[src/rtl/command_frame_parser_if.sv]
// -----------------------------------------------------------------------------
// command_frame_parser_if
// Bundles the receiver byte stream that feeds the command frame parser and the
// register-file / ALU request signals the parser produces.
//
// Signals (master = byte source and request consumer, slave = parser):
//   received_data        byte from the synchronized UART receiver path
//   received_data_valid  one-cycle strobe qualifying received_data
//   received_data_error  parity/frame error for the byte, meaningful with valid
//   register_file_*      one-cycle write/read strobes with address and data
//   ALU_enable/function  one-cycle ALU start strobe and its function select
//   command_error        one-cycle pulse on frame abort or unknown command
//   parser_busy          high while a frame is being assembled
//   parser_state         raw FSM state, for debug and assertion binding
//
// Handshake: there is no back-pressure. A byte is transferred in every cycle
// where received_data_valid is high. Every request output is a registered
// single-cycle pulse that appears one cycle after the byte that caused it.
// Address, data and function values hold between pulses.
// -----------------------------------------------------------------------------
interface command_frame_parser_if #(
  parameter int DATA_WIDTH         = 8,
  parameter int ADDRESS_WIDTH      = 4,
  parameter int ALU_FUNCTION_WIDTH = 4
);
  logic [DATA_WIDTH-1:0]         received_data;
  logic                          received_data_valid;
  logic                          received_data_error;
  logic                          register_file_write_enable;
  logic                          register_file_read_enable;
  logic [ADDRESS_WIDTH-1:0]      register_file_address;
  logic [DATA_WIDTH-1:0]         register_file_write_data;
  logic                          ALU_enable;
  logic [ALU_FUNCTION_WIDTH-1:0] ALU_function;
  logic                          command_error;
  logic                          parser_busy;
  logic [2:0]                    parser_state;

  modport master (
    output received_data, received_data_valid, received_data_error,
    input  register_file_write_enable, register_file_read_enable,
           register_file_address, register_file_write_data,
           ALU_enable, ALU_function, command_error, parser_busy, parser_state
  );

  modport slave (
    input  received_data, received_data_valid, received_data_error,
    output register_file_write_enable, register_file_read_enable,
           register_file_address, register_file_write_data,
           ALU_enable, ALU_function, command_error, parser_busy, parser_state
  );
endinterface

[src/rtl/command_frame_parser.sv]
// -----------------------------------------------------------------------------
// command_frame_parser
// Decodes command frames arriving as bytes from the receiver path:
//   0xAA addr data    register write
//   0xBB addr         register read
//   0xCC a b func     write operand A to reg 0, operand B to reg 1, start ALU
//   0xDD func         start ALU on current operands
// Malformed bytes, receiver errors and inter-byte gaps longer than the
// timeout abort the frame with a single-cycle command_error pulse.
//
// Ports:
//   reference_clk  sole clock, rising edge
//   reset          asynchronous, active-low
//   bus            command_frame_parser_if.slave (byte input, request outputs)
// -----------------------------------------------------------------------------
module command_frame_parser #(
  parameter int DATA_WIDTH         = 8,
  parameter int ADDRESS_WIDTH      = 4,
  parameter int ALU_FUNCTION_WIDTH = 4,
  parameter int TIMEOUT_CYCLES     = 4096
) (
  input  logic                    reference_clk,
  input  logic                    reset,
  command_frame_parser_if.slave   bus
);

  localparam int CNT_W = (TIMEOUT_CYCLES > 1) ? $clog2(TIMEOUT_CYCLES) : 1;
  localparam logic [CNT_W-1:0] TIMEOUT_LAST = CNT_W'(TIMEOUT_CYCLES - 1);

  localparam logic [DATA_WIDTH-1:0] CMD_WRITE   = DATA_WIDTH'(8'hAA);
  localparam logic [DATA_WIDTH-1:0] CMD_READ    = DATA_WIDTH'(8'hBB);
  localparam logic [DATA_WIDTH-1:0] CMD_ALU_OPS = DATA_WIDTH'(8'hCC);
  localparam logic [DATA_WIDTH-1:0] CMD_ALU     = DATA_WIDTH'(8'hDD);

  typedef enum logic [2:0] {
    S_IDLE     = 3'd0,
    S_WR_ADDR  = 3'd1,
    S_WR_DATA  = 3'd2,
    S_RD_ADDR  = 3'd3,
    S_ALU_A    = 3'd4,
    S_ALU_B    = 3'd5,
    S_ALU_FUNC = 3'd6
  } state_t;

  state_t                        r_state;
  logic [CNT_W-1:0]              r_timeout_count;
  logic [ADDRESS_WIDTH-1:0]      r_wr_addr;
  logic                          r_rf_we;
  logic                          r_rf_re;
  logic [ADDRESS_WIDTH-1:0]      r_rf_addr;
  logic [DATA_WIDTH-1:0]         r_rf_wdata;
  logic                          r_alu_en;
  logic [ALU_FUNCTION_WIDTH-1:0] r_alu_func;
  logic                          r_cmd_err;

  state_t                        w_state_next;
  logic [ADDRESS_WIDTH-1:0]      w_wr_addr_next;
  logic                          w_rf_we_next;
  logic                          w_rf_re_next;
  logic [ADDRESS_WIDTH-1:0]      w_rf_addr_next;
  logic [DATA_WIDTH-1:0]         w_rf_wdata_next;
  logic                          w_alu_en_next;
  logic [ALU_FUNCTION_WIDTH-1:0] w_alu_func_next;
  logic                          w_cmd_err_next;

  logic w_byte_valid;
  logic w_byte_error;
  logic w_addr_in_range;
  logic w_func_in_range;
  logic w_timeout;

  assign w_byte_valid    = bus.received_data_valid;
  assign w_byte_error    = bus.received_data_valid & bus.received_data_error;
  // Any set bit above the field width makes the byte an illegal address/function.
  assign w_addr_in_range = ((bus.received_data >> ADDRESS_WIDTH) == '0);
  assign w_func_in_range = ((bus.received_data >> ALU_FUNCTION_WIDTH) == '0);
  // Expiry only aborts when no byte arrives in the same cycle.
  assign w_timeout       = (r_state != S_IDLE) && (r_timeout_count == TIMEOUT_LAST);

  always_ff @(posedge reference_clk or negedge reset) begin
    if (!reset) begin
      r_state <= S_IDLE;
    end else begin
      r_state <= w_state_next;
    end
  end

  always_comb begin
    w_state_next    = r_state;
    w_wr_addr_next  = r_wr_addr;
    w_rf_we_next    = 1'b0;
    w_rf_re_next    = 1'b0;
    w_alu_en_next   = 1'b0;
    w_cmd_err_next  = 1'b0;
    w_rf_addr_next  = r_rf_addr;
    w_rf_wdata_next = r_rf_wdata;
    w_alu_func_next = r_alu_func;

    if (w_byte_error) begin
      // Errored byte is dropped; in IDLE this is just a pulse, otherwise an abort.
      w_cmd_err_next = 1'b1;
      w_state_next   = S_IDLE;
    end else if (w_byte_valid) begin
      case (r_state)
        S_IDLE: begin
          if (bus.received_data == CMD_WRITE) begin
            w_state_next = S_WR_ADDR;
          end else if (bus.received_data == CMD_READ) begin
            w_state_next = S_RD_ADDR;
          end else if (bus.received_data == CMD_ALU_OPS) begin
            w_state_next = S_ALU_A;
          end else if (bus.received_data == CMD_ALU) begin
            w_state_next = S_ALU_FUNC;
          end else begin
            w_cmd_err_next = 1'b1;
          end
        end
        S_WR_ADDR: begin
          if (w_addr_in_range) begin
            w_wr_addr_next = bus.received_data[ADDRESS_WIDTH-1:0];
            w_state_next   = S_WR_DATA;
          end else begin
            w_cmd_err_next = 1'b1;
            w_state_next   = S_IDLE;
          end
        end
        S_WR_DATA: begin
          w_rf_we_next    = 1'b1;
          w_rf_addr_next  = r_wr_addr;
          w_rf_wdata_next = bus.received_data;
          w_state_next    = S_IDLE;
        end
        S_RD_ADDR: begin
          if (w_addr_in_range) begin
            w_rf_re_next   = 1'b1;
            w_rf_addr_next = bus.received_data[ADDRESS_WIDTH-1:0];
          end else begin
            w_cmd_err_next = 1'b1;
          end
          w_state_next = S_IDLE;
        end
        S_ALU_A: begin
          w_rf_we_next    = 1'b1;
          w_rf_addr_next  = '0;
          w_rf_wdata_next = bus.received_data;
          w_state_next    = S_ALU_B;
        end
        S_ALU_B: begin
          w_rf_we_next    = 1'b1;
          w_rf_addr_next  = ADDRESS_WIDTH'(1);
          w_rf_wdata_next = bus.received_data;
          w_state_next    = S_ALU_FUNC;
        end
        S_ALU_FUNC: begin
          if (w_func_in_range) begin
            w_alu_en_next   = 1'b1;
            w_alu_func_next = bus.received_data[ALU_FUNCTION_WIDTH-1:0];
          end else begin
            w_cmd_err_next = 1'b1;
          end
          w_state_next = S_IDLE;
        end
        default: begin
          w_state_next = S_IDLE;
        end
      endcase
    end else if (w_timeout) begin
      w_cmd_err_next = 1'b1;
      w_state_next   = S_IDLE;
    end
  end

  // Inter-byte gap counter: restarts on each byte and stays cleared while idle
  // or when the frame is ending this cycle.
  always_ff @(posedge reference_clk or negedge reset) begin
    if (!reset) begin
      r_timeout_count <= '0;
    end else if (w_byte_valid || (r_state == S_IDLE) || (w_state_next == S_IDLE)) begin
      r_timeout_count <= '0;
    end else begin
      r_timeout_count <= r_timeout_count + CNT_W'(1);
    end
  end

  always_ff @(posedge reference_clk or negedge reset) begin
    if (!reset) begin
      r_wr_addr  <= '0;
      r_rf_we    <= 1'b0;
      r_rf_re    <= 1'b0;
      r_rf_addr  <= '0;
      r_rf_wdata <= '0;
      r_alu_en   <= 1'b0;
      r_alu_func <= '0;
      r_cmd_err  <= 1'b0;
    end else begin
      r_wr_addr  <= w_wr_addr_next;
      r_rf_we    <= w_rf_we_next;
      r_rf_re    <= w_rf_re_next;
      r_rf_addr  <= w_rf_addr_next;
      r_rf_wdata <= w_rf_wdata_next;
      r_alu_en   <= w_alu_en_next;
      r_alu_func <= w_alu_func_next;
      r_cmd_err  <= w_cmd_err_next;
    end
  end

  assign bus.register_file_write_enable = r_rf_we;
  assign bus.register_file_read_enable  = r_rf_re;
  assign bus.register_file_address      = r_rf_addr;
  assign bus.register_file_write_data   = r_rf_wdata;
  assign bus.ALU_enable                 = r_alu_en;
  assign bus.ALU_function               = r_alu_func;
  assign bus.command_error              = r_cmd_err;
  assign bus.parser_busy                = (r_state != S_IDLE);
  assign bus.parser_state               = r_state;

endmodule

[src/flat_wrapper.sv]
// flat-port wrapper written by rule: the top's interface ports become plain ports
module command_frame_parser_flat 
#(
  parameter int DATA_WIDTH         = 8,
  parameter int ADDRESS_WIDTH      = 4,
  parameter int ALU_FUNCTION_WIDTH = 4,
  parameter int TIMEOUT_CYCLES     = 4096
)
  (reference_clk, reset, bus_received_data, bus_received_data_valid, bus_received_data_error, bus_register_file_write_enable, bus_register_file_read_enable, bus_register_file_address, bus_register_file_write_data, bus_ALU_enable, bus_ALU_function, bus_command_error, bus_parser_busy, bus_parser_state);
  command_frame_parser_if #(.DATA_WIDTH(DATA_WIDTH), .ADDRESS_WIDTH(ADDRESS_WIDTH), .ALU_FUNCTION_WIDTH(ALU_FUNCTION_WIDTH)) bus_i ();
  input  logic reference_clk;
  input  logic reset;
  input wire logic [$bits(bus_i.received_data)-1:0] bus_received_data;
  input wire logic [$bits(bus_i.received_data_valid)-1:0] bus_received_data_valid;
  input wire logic [$bits(bus_i.received_data_error)-1:0] bus_received_data_error;
  output wire logic [$bits(bus_i.register_file_write_enable)-1:0] bus_register_file_write_enable;
  output wire logic [$bits(bus_i.register_file_read_enable)-1:0] bus_register_file_read_enable;
  output wire logic [$bits(bus_i.register_file_address)-1:0] bus_register_file_address;
  output wire logic [$bits(bus_i.register_file_write_data)-1:0] bus_register_file_write_data;
  output wire logic [$bits(bus_i.ALU_enable)-1:0] bus_ALU_enable;
  output wire logic [$bits(bus_i.ALU_function)-1:0] bus_ALU_function;
  output wire logic [$bits(bus_i.command_error)-1:0] bus_command_error;
  output wire logic [$bits(bus_i.parser_busy)-1:0] bus_parser_busy;
  output wire logic [$bits(bus_i.parser_state)-1:0] bus_parser_state;
  assign bus_i.received_data = bus_received_data;
  assign bus_i.received_data_valid = bus_received_data_valid;
  assign bus_i.received_data_error = bus_received_data_error;
  assign bus_register_file_write_enable = bus_i.register_file_write_enable;
  assign bus_register_file_read_enable = bus_i.register_file_read_enable;
  assign bus_register_file_address = bus_i.register_file_address;
  assign bus_register_file_write_data = bus_i.register_file_write_data;
  assign bus_ALU_enable = bus_i.ALU_enable;
  assign bus_ALU_function = bus_i.ALU_function;
  assign bus_command_error = bus_i.command_error;
  assign bus_parser_busy = bus_i.parser_busy;
  assign bus_parser_state = bus_i.parser_state;
  command_frame_parser #(.DATA_WIDTH(DATA_WIDTH), .ADDRESS_WIDTH(ADDRESS_WIDTH), .ALU_FUNCTION_WIDTH(ALU_FUNCTION_WIDTH), .TIMEOUT_CYCLES(TIMEOUT_CYCLES)) u_core (.reference_clk(reference_clk), .reset(reset), .bus(bus_i));
endmodule
[config.mk]
export PLATFORM = sky130hd
export DESIGN_NAME = command_frame_parser_flat
export DESIGN_NICKNAME = d
export VERILOG_FILES = /design/src/rtl/command_frame_parser_if.sv /design/src/rtl/command_frame_parser.sv /design/src/flat_wrapper.sv
export SDC_FILE = /design/constraint.sdc
export NUM_CORES = 1
export LEC_CHECK = 0
export ABC_AREA = 1
export BUFFER_PORTS_ARGS = -buffer_cell sky130_fd_sc_hd__buf_2
export CAP_MARGIN = 20
export CORE_UTILIZATION = 45
export CTS_BUF_LIST = sky130_fd_sc_hd__clkbuf_4
export CTS_CLUSTER_DIAMETER = 120
export CTS_CLUSTER_SIZE = 25
export DETAILED_ROUTE_END_ITERATION = 16
export HOLD_SLACK_MARGIN = 0.12
export PLACE_DENSITY_LB_ADDON = 0.12
export REMOVE_ABC_BUFFERS = 1
export SETUP_SLACK_MARGIN = 0.02
export SYNTH_ARGS = -nofsm -noshare
export SYNTH_HDL_FRONTEND = slang
export SYNTH_SLANG_ARGS = --single-unit
[constraint.sdc]
create_clock -name reference_clk -period 2.8 [get_ports reference_clk]
set_clock_uncertainty 0.15 [all_clocks]
set_input_delay 0.28 -clock reference_clk [delete_from_list [all_inputs] [get_ports reference_clk]]
set_output_delay 0.28 -clock reference_clk [all_outputs]
set_load 0.01 [all_outputs]
# Word level (Yosys, flattened, before mapping)
# Index checks and enable logic that the tools add are counted.
op_classes:
  bitwise: 2
  muxes: 31
  add_sub_neg: 1
  eq_ne: 12
  n_reduce_logical: 14
ops:
  columns: ["operator", "count"]
  rows:
  - ["$eq 8x8->1 const B", 4]
  - ["$mux 3", 7]
  - ["$mux 1", 18]
  - ["$pmux 4 s4", 1]
  - ["$add 12x1->12 const B", 1]
  - ["$eq 12x12->1 const B", 1]
  - ["$mux 12", 1]
  - ["$pmux 3 s4", 1]
  - ["$reduce_and 4->1", 3]
  - ["$eq 3x3->1 const B", 3]
  - ["$logic_not 8->1", 1]
  - ["$eq 3x2->1 const B", 2]
  - ["$logic_not 3->1", 2]
  - ["$reduce_or 3->1", 2]
  - ["$mux 4", 1]
  - ["$reduce_bool 4->1", 1]
  - ["$eq 3x1->1 const B", 1]
  - ["$reduce_and 3->1", 1]
  - ["$reduce_bool 3->1", 1]
  - ["$logic_or 1x1->1", 2]
  - ["$mux 2", 1]
  - ["$ne 2x1->1 const B", 1]
  - ["$pmux 1 s2", 1]
  - ["$and 1x1->1", 1]
  - ["other kinds (2)", 2]
word_totals:
  output_inout_bits: 24
  register_bits: 39
  in_bits: 12

# Logic depth before layout (Yosys ltp)
# Gate-level depths: netlist of run 1.
depth:
  word_depth: 11
  depth_mapped: 16

# Least setup slack after synthesis of run 1
# OpenSTA, ideal clock, no wires.
synth_timing:
  path_type: "register to register"
  from: "reg u_core.r_state[2], in the netlist u_core.bus.parser_state[2]"
  to: "reg u_core.r_timeout_count[10]"
  slack_ns: 0.948
  t_arrival_ns: 1.579
  path_buffers: 1
  t_required_ns: 2.528
  stages_incl_launch_ff: 14
  path_cell_list: "dfrtp_1 -> inv_1 -> ha_1 -> nor2_1 -> nor3_1 -> nand2_1 -> nand2_1 -> nand2_1 -> nand2_1 -> inv_1 -> nand2_2 -> nand2_2 -> buf_6 -> nor2_2"
synth_via:
  elab_chain_cells: 10
  word_cells_on_any_way: 18
  classes_between: "3 x eq/ne; 9 x mux; 6 x reduce/logical"
synth_rtl:
  columns: ["element", "line", "text"]
  rows:
  - ["from (decl)", "command_frame_parser.sv:45", "state_t r_state;"]
  - ["from (signal assigned)", "command_frame_parser.sv:84", "r_state <= w_state_next;"]
  - ["$mux 3", "command_frame_parser.sv:112", "end else if (bus.received_data == CMD_ALU) begin"]
  - ["$mux 3", "command_frame_parser.sv:110", "end else if (bus.received_data == CMD_ALU_OPS) begin"]
  - ["$mux 3", "command_frame_parser.sv:108", "end else if (bus.received_data == CMD_READ) begin"]
  - ["$mux 3", "command_frame_parser.sv:106", "if (bus.received_data == CMD_WRITE) begin"]
  - ["$pmux 3 s4", "command_frame_parser.sv:104", "case (r_state)"]
  - ["$mux 3", "command_frame_parser.sv:103", "end else if (w_byte_valid) begin"]
  - ["$mux 3", "command_frame_parser.sv:99", "if (w_byte_error) begin"]
  - ["$logic_not 3->1", "command_frame_parser.sv:178", "end else if (w_byte_valid || (r_state == S_IDLE) || (w_state_next == S_IDLE)) begin"]
  - ["$logic_or 1x1->1 *", "command_frame_parser.sv:178", null]
  - ["$mux 12 *", "command_frame_parser.sv:178", null]
  - ["to (signal assigned)", "command_frame_parser.sv:181", "r_timeout_count <= r_timeout_count + CNT_W'(1);"]
  - ["to (decl)", "command_frame_parser.sv:46", "logic [CNT_W-1:0] r_timeout_count;"]
# Every way passes the cells marked *; elsewhere a longest branch is shown, timed or not.
# A chain may end at the register's enable or synchronous reset.

# Final worst setup path of run 1
layout_timing:
  from: "reg u_core.r_state[2], in the netlist u_core.bus.parser_state[2]"
  to: "reg u_core.r_timeout_count[2]"
# Same word-level chain as after synthesis.

==> results of run 1 <==
[cell usage after synthesis, drive strengths merged, types with 2 or more instances]
| library cell | count | area, µm² |
|---|---|---|
| inv | 34 | 128 |
| xnor2 | 3 | 26.3 |
| nor3 | 3 | 15.0 |
| nand4 | 2 | 12.5 |
| ha | 3 | 37.5 |
| nand3 | 13 | 80.1 |
| o21ai | 23 | 115 |
| xor2 | 6 | 52.6 |
| a21oi | 3 | 15.0 |
| nand2 | 78 | 305 |
| dfrtp | 39 | 976 |
| nor2 | 37 | 189 |
[power breakdown]
part,switching [mW],total (mW),internal [mW],leakage [nW]
clock network,0.193,0.376,0.184,0.0426
registers,0.0381,0.660,0.622,0.527
logic,0.181,0.293,0.112,0.663
total,0.412,1.33,0.917,1.23
[flip-flops by register name, indices dropped and copies added, names as in the netlist]
signal,count
u_core.bus.ALU_enable,1
u_core.bus.ALU_function,4
u_core.bus.command_error,1
u_core.bus.parser_state,3
u_core.bus.register_file_address,4
u_core.bus.register_file_read_enable,1
u_core.bus.register_file_write_data,8
u_core.bus.register_file_write_enable,1
u_core.r_timeout_count,12
u_core.r_wr_addr,4
[logic make-up (layout without fill, tap and decap cells)]
group                    count (synthesis)  count (layout)  share of synthesized area, %
AO/OA/AOI/OAI                           29              29                          7.71
XOR/XNOR                                 9               9                          3.95
adder cells (fa/ha/maj)                  3               3                          1.88
buffers and inverters                   36              85                          7.14
flip-flops                              39              39                          48.9
AND/OR/NAND/NOR                        134             134                          30.5
[metrics by stage]
step           utilization (%)  setup slack [ns]  instances  power [mW]  area, µm²
6_report                  57.7             0.696        349        1.33       2380
5_1_grt                   57.7             0.519        349        1.41       2380
4_1_cts                   57.7             0.688        349        1.34       2380
3_5_place_dp              53.9             0.707        333       0.958       2220
3_3_place_gp              53.9             0.721        333       0.953       2220
2_1_floorplan                -             0.908        248       0.841       1980
[worst reg2reg max path, stage by stage (launching register included)]
cell and delay (ns):
dfrtp_1 0.50, inv_1 0.18, ha_1 0.24, nor2_1 0.14, nor3_1 0.07, nand2_1 0.07, nand2_1 0.05, nand2_1 0.07
nand2_1 0.05, inv_1 0.06, nand2_2 0.05, nand2_2 0.28, nor2_1 0.07
[routing by layer]
metal / routed length, µm / global-route usage [%] / share of wire [%]
met5: 0 / 0 / 0
met1: 2100 / 29.4 / 51
met3: 196 / 5.76 / 4.8
met2: 1750 / 29.4 / 42
met4: 72 / 10.4 / 1.7
[cell type report]
type,instances,share of cell area [%]
flip-flops and latches,39,41.1
multi-input cells,175,37.0
repair buffers,43,10.7
inverters,34,5.37
well taps,50,2.63
clock inverters,3,1.63
clock buffers,5,1.58
[worst paths after layout]
path	start	endpoint	slack [ns]	cells after the start
setup / recovery	u_core.bus.parser_state[2]	u_core.r_timeout_count[2]	0.70	12
hold / removal	bus_received_data[2]	u_core.bus.ALU_function[2]	0.13	3
setup reg to reg	u_core.bus.parser_state[2]	u_core.r_timeout_count[2]	0.70	12
hold reg to reg	u_core.r_timeout_count[0]	u_core.r_timeout_count[0]	0.32	1
max in group asynchronous	reset	u_core.r_timeout_count[7]	1.54	2
min in group asynchronous	reset	u_core.bus.register_file_address[3]	0.40	2
[layout by cell type (no fill, tap or decap)]
master         instances
nand3_2                3
a21oi_1                3
nor2_1                21
a32oi_1                1
nand3_1               10
inv_1                 31
nor3_1                 3
o21ai_1                3
clkinv_1               1
nand2_2                5
clkbuf_4               5
clkinv_2               1
nand4_1                2
and3_1                 1
buf_2                 35
o21bai_1               1
o21ai_0               20
ha_1                   3
nor2_2                14
o211ai_1               1
inv_2                  3
dlygate4sd3_1          8
xnor2_1                3
bufinv_16              1
dfrtp_1               39
nand2_1               73
nor2_4                 2
xor2_1                 6
==> flow_metrics.env, run 1 <==
export IMPL_cts_clk_slew_worst_paths_ns=0.12
export IMPL_syn_area_per_cell_um2=7.99
export IMPL_n_fill_cell=394
export IMPL_drv_cap=0
export IMPL_async_flop_share_pct=100
export IMPL_leakagePower_nw=1.23
export IMPL_crit_chain="inv_1, ha_1, nor2_1, nor3_1, nand2_1, nand2_1, nand2_1, nand2_1, inv_1, nand2_2, nand2_2, nor2_1"
export IMPL_yosysSeqAreaShare_pct=48.9
export IMPL_grt_pass1_vias=1554
export IMPL_dr_pass1_iters=4
export IMPL_cts_repair_resized=0
export IMPL_initial_core_util_pct=48.5
export IMPL_vias=1677
export IMPL_grt_ovfl_total=0
export IMPL_start_kind="register"
export IMPL_status="finished clean"
export IMPL_gr_usage_all_layers_pct=21.0
export IMPL_dieArea_um2=4710
export IMPL_antenna_cells=0
export IMPL_min_path_type="input port to register"
export IMPL_cts_hold_buf=8
export IMPL_antenna_found_initial=0
export IMPL_max_freq_ghz=0.475
export IMPL_drc=0
export IMPL_wl_mm=4.12
export IMPL_clockBufferDepth=2
export IMPL_peakVddDrop_mv=0.336
export IMPL_cp_end_kind="register"
export IMPL_ys_seq_elements=39
export IMPL_cts_setup_buffers=0
export IMPL_whs_ns=0.129
export IMPL_cp_common_cell="nand2_1"
export IMPL_critical_path_class="register to register"
export IMPL_area_delta_synth_final_pct=19.0
export IMPL_multi_input_area_um2=878
export IMPL_ios=36
export IMPL_fp_dieW_um=68.6
export IMPL_core_um2=4120
export IMPL_finish_net_count=313
export IMPL_worst_endpoint_arrival_ns=2.19
export IMPL_crit_family="simple AND/OR/NAND/NOR gates"
export IMPL_numCtsBuffers=5
export IMPL_synth_cell_types=24
export IMPL_dr_first_iter_drc_count=168
export IMPL_required_ns=2.88
export IMPL_fin_crit_ns=2.10
export IMPL_min_period_over_period_pct=75.1
export IMPL_clock_latency_ns=0.35
export IMPL_synthCells=250
export IMPL_clock_sinks=39
export IMPL_slew_viol_final=0
export IMPL_gp_congestion=0.818
export IMPL_via_per_inst=4.81
export IMPL_critPathBufInv=2
export IMPL_crit_path_max_fanout=12
export IMPL_ys_warn_count=0
export IMPL_detailed_place_hpwl_mm=2.98
export IMPL_final_hold_viol_count=0
export IMPL_grt_max_degree=40
export IMPL_clockRootBuffer="clkbuf_4"
export IMPL_fin_tns_setup_ns=0
export IMPL_portBuffers=35
export IMPL_worst_pin_slew_ns=0.860
export IMPL_syn_area_um2=2000
export IMPL_synth_edf_count=0
export IMPL_rows=23
export IMPL_layout_drive_gt1_share_pct=23.1
export IMPL_slowest_stage="dfrtp_1"
export IMPL_post_drt_wl_per_cell_um=11.8
export IMPL_p_per_area_nw_per_um2=559
export IMPL_rsz0062_at_grt="no"
export IMPL_die_y_um=68.6
export IMPL_slew_headroom_pct=42.7
export IMPL_max_stage_delay_ns=0.50
export IMPL_ant_nets=0
export IMPL_tritoncts="built"
export IMPL_htree_levels=2
export IMPL_setup_viol=0
export IMPL_synth_flop_cell="dfrtp_1"
export IMPL_grt_first_pass_wirelength_mm=7.04
export IMPL_final_seq_area_um2=976
Power figures use the tool's default switching activity.
==> inputs of run 2 (changes only) <==
clock period = 2.1 ns   (was 2.8 ns; I/O delays follow)
==> flow_metrics.env, run 2 (synthesized netlist as in run 1, its figures left out) <==
export IMPL_status="finished clean"
export IMPL_leakagePower_nw=1.30
export IMPL_slew_headroom_pct=65.2
export IMPL_multi_input_area_um2=906
export IMPL_htree_levels=2
export IMPL_fp_dieW_um=68.6
export IMPL_r2r_end="u_core.r_timeout_count[8]"
export IMPL_dr_first_iter_drc_count=139
export IMPL_cts_clk_slew_worst_paths_ns=0.12
export IMPL_grt_max_degree=24
export IMPL_placed_area_um2=2290
export IMPL_gr_usage_all_layers_pct=21.5
export IMPL_min_path_type="input port to asynchronous set/reset pin"
export IMPL_ant_nets=0
export IMPL_drc=0
export IMPL_setup_worst_path_end="u_core.r_timeout_count[8]"
export IMPL_rows=23
export IMPL_detailed_place_hpwl_mm=3.21
export IMPL_largest_reg_flops=12
export IMPL_setup_viol=0
export IMPL_crit_start="u_core.r_timeout_count[0]"
export IMPL_worst_endpoint_arrival_ns=2.06
export IMPL_antenna_found_initial=0
export IMPL_area_delta_synth_final_pct=26.6
export IMPL_timing_rr_start="u_core.r_timeout_count[0]"
export IMPL_final_cell_mix="71 x nand2_1, 39 x dfrtp_1, 35 x buf_2"
export IMPL_ff2ff_path_depth=14
export IMPL_cp_end_kind="register"
export IMPL_start_kind="register"
export IMPL_crit_path_max_fanout=6
export IMPL_antenna_cells=0
export IMPL_min_period_over_period_pct=94.1
export IMPL_whs_ns=0.197
export IMPL_worst_pin_slew_ns=0.521
export IMPL_numCtsBuffers=5
export IMPL_core_um2=4120
export IMPL_clockRootBuffer="clkbuf_4"
export IMPL_tritoncts="built"
export IMPL_portBuffers=35
export IMPL_fin_tns_setup_ns=0
export IMPL_clockBufferDepth=2
export IMPL_r2r_setup_slack_ns=0.12
export IMPL_required_ns=2.19
export IMPL_critical_path_class="register to register"
export IMPL_p_per_area_nw_per_um2=667
export IMPL_finish_net_count=328
export IMPL_rsz0062_at_grt="yes"
export IMPL_post_drt_wl_per_cell_um=12.4
export IMPL_final_hold_viol_count=0
export IMPL_max_freq_ghz=0.506
export IMPL_design_area_um2=2530
export IMPL_grt_ovfl_total=0
export IMPL_dieArea_um2=4710
export IMPL_dr_pass1_iters=4
export IMPL_peakVddDrop_mv=0.429
export IMPL_top_register="u_core.r_timeout_count"
export IMPL_grt_first_pass_wirelength_mm=7.31
export IMPL_via_per_inst=4.88
export IMPL_layout_drive_gt1_share_pct=29.5
export IMPL_clock_latency_ns=0.34
export IMPL_drv_cap=0
export IMPL_final_common_cell="nand2_1"
export IMPL_wl_mm=4.48
export IMPL_clock_sinks=39
export IMPL_initial_core_util_pct=48.5
export IMPL_n_fill_cell=373
export IMPL_fin_crit_ns=1.98
export IMPL_grt_pass1_vias=1609
export IMPL_vias=1765
export IMPL_ios=36
export IMPL_die_y_um=68.6
export IMPL_gp_congestion=0.818
export IMPL_slew_viol_final=0
export IMPL_final_seq_area_um2=976
==> run 2: changes by cell type in the layout (fill, tap and decap cells not counted), moves of 2 or more <==
cell	change
buf_4	+9
inv_1	-6
inv_2	+5
dlygate4sd3_1	+3
nand2_1	-2
nor2_1	-2
==> run 2: power breakdown <==
part	switching (mW)	leakage, nW	internal, mW
combinational	0.266	0.751	0.192
clock	0.238	0.0232	0.118
sequential	0.0436	0.527	0.829
==> run 2: what timing repair did <==
item / in CTS / in global routing
hold buffers: 11 / 0
setup buffers: 0 / 3
setup endpoints to repair: 0 / 12
endpoints found under the hold margin: 56 / 0
gates resized for setup: 0 / 16
==> run 2: worst min-delay path by stage <==
stage,slack [ns],to,from
after floorplan,-0.24,u_core.bus.ALU_enable,reset
after global placement,0.05,u_core.bus.register_file_address[2],reset
after detailed placement,0.06,u_core.bus.register_file_address[3],reset
after CTS,0.21,u_core.bus.register_file_address[2],reset
after global routing,0.26,u_core.bus.register_file_address[3],reset
final,0.20,u_core.bus.register_file_address[2],reset
==> run 2: cell type report <==
cell class,count,share of cell area [%]
multi-input combinational,175,35.8
sequential,39,38.6
clock buffer,5,1.48
clock inverter,1,0.297
tap,50,2.47
inverter,34,5.15
timing repair buffer,58,16.2
==> run 2: worst max-delay path: stages, from the launching register on <==
cell       delay, ns
dfrtp_1         0.40
ha_2            0.20
nand2_2         0.06
nor2_4          0.16
buf_6           0.12
nand4_1         0.10
nand2_1         0.08
nand2_1         0.06
nand3_2         0.09
nand2_1         0.05
inv_1           0.06
nand2_2         0.06
nand2_4         0.08
clkbuf_16       0.16
nor2_4          0.03
==> run 2: metal layers <==
metal	routed length, µm	part of all wire (%)	global-route usage (%)	vias up
li1	-	-	-	900
met1	2170	48	30.0	819
met2	2080	46	32.0	39
met3	165	3.7	5.10	7
met4	69	1.5	8.59	0
met5	0	0	0	-
==> run 2: stage by stage <==
stage | total power [mW] | utilization, % | worst slack, ns | cells
after floorplan | 1.12 | - | 0.208 | 248
after global placement | 1.30 | 55.7 | 0.162 | 341
after detailed placement | 1.31 | 55.7 | 0.0760 | 341
after CTS | 1.68 | 59.5 | 0.0524 | 358
after global routing | 1.79 | 61.4 | 0.000101 | 362
final | 1.69 | 61.4 | 0.123 | 362
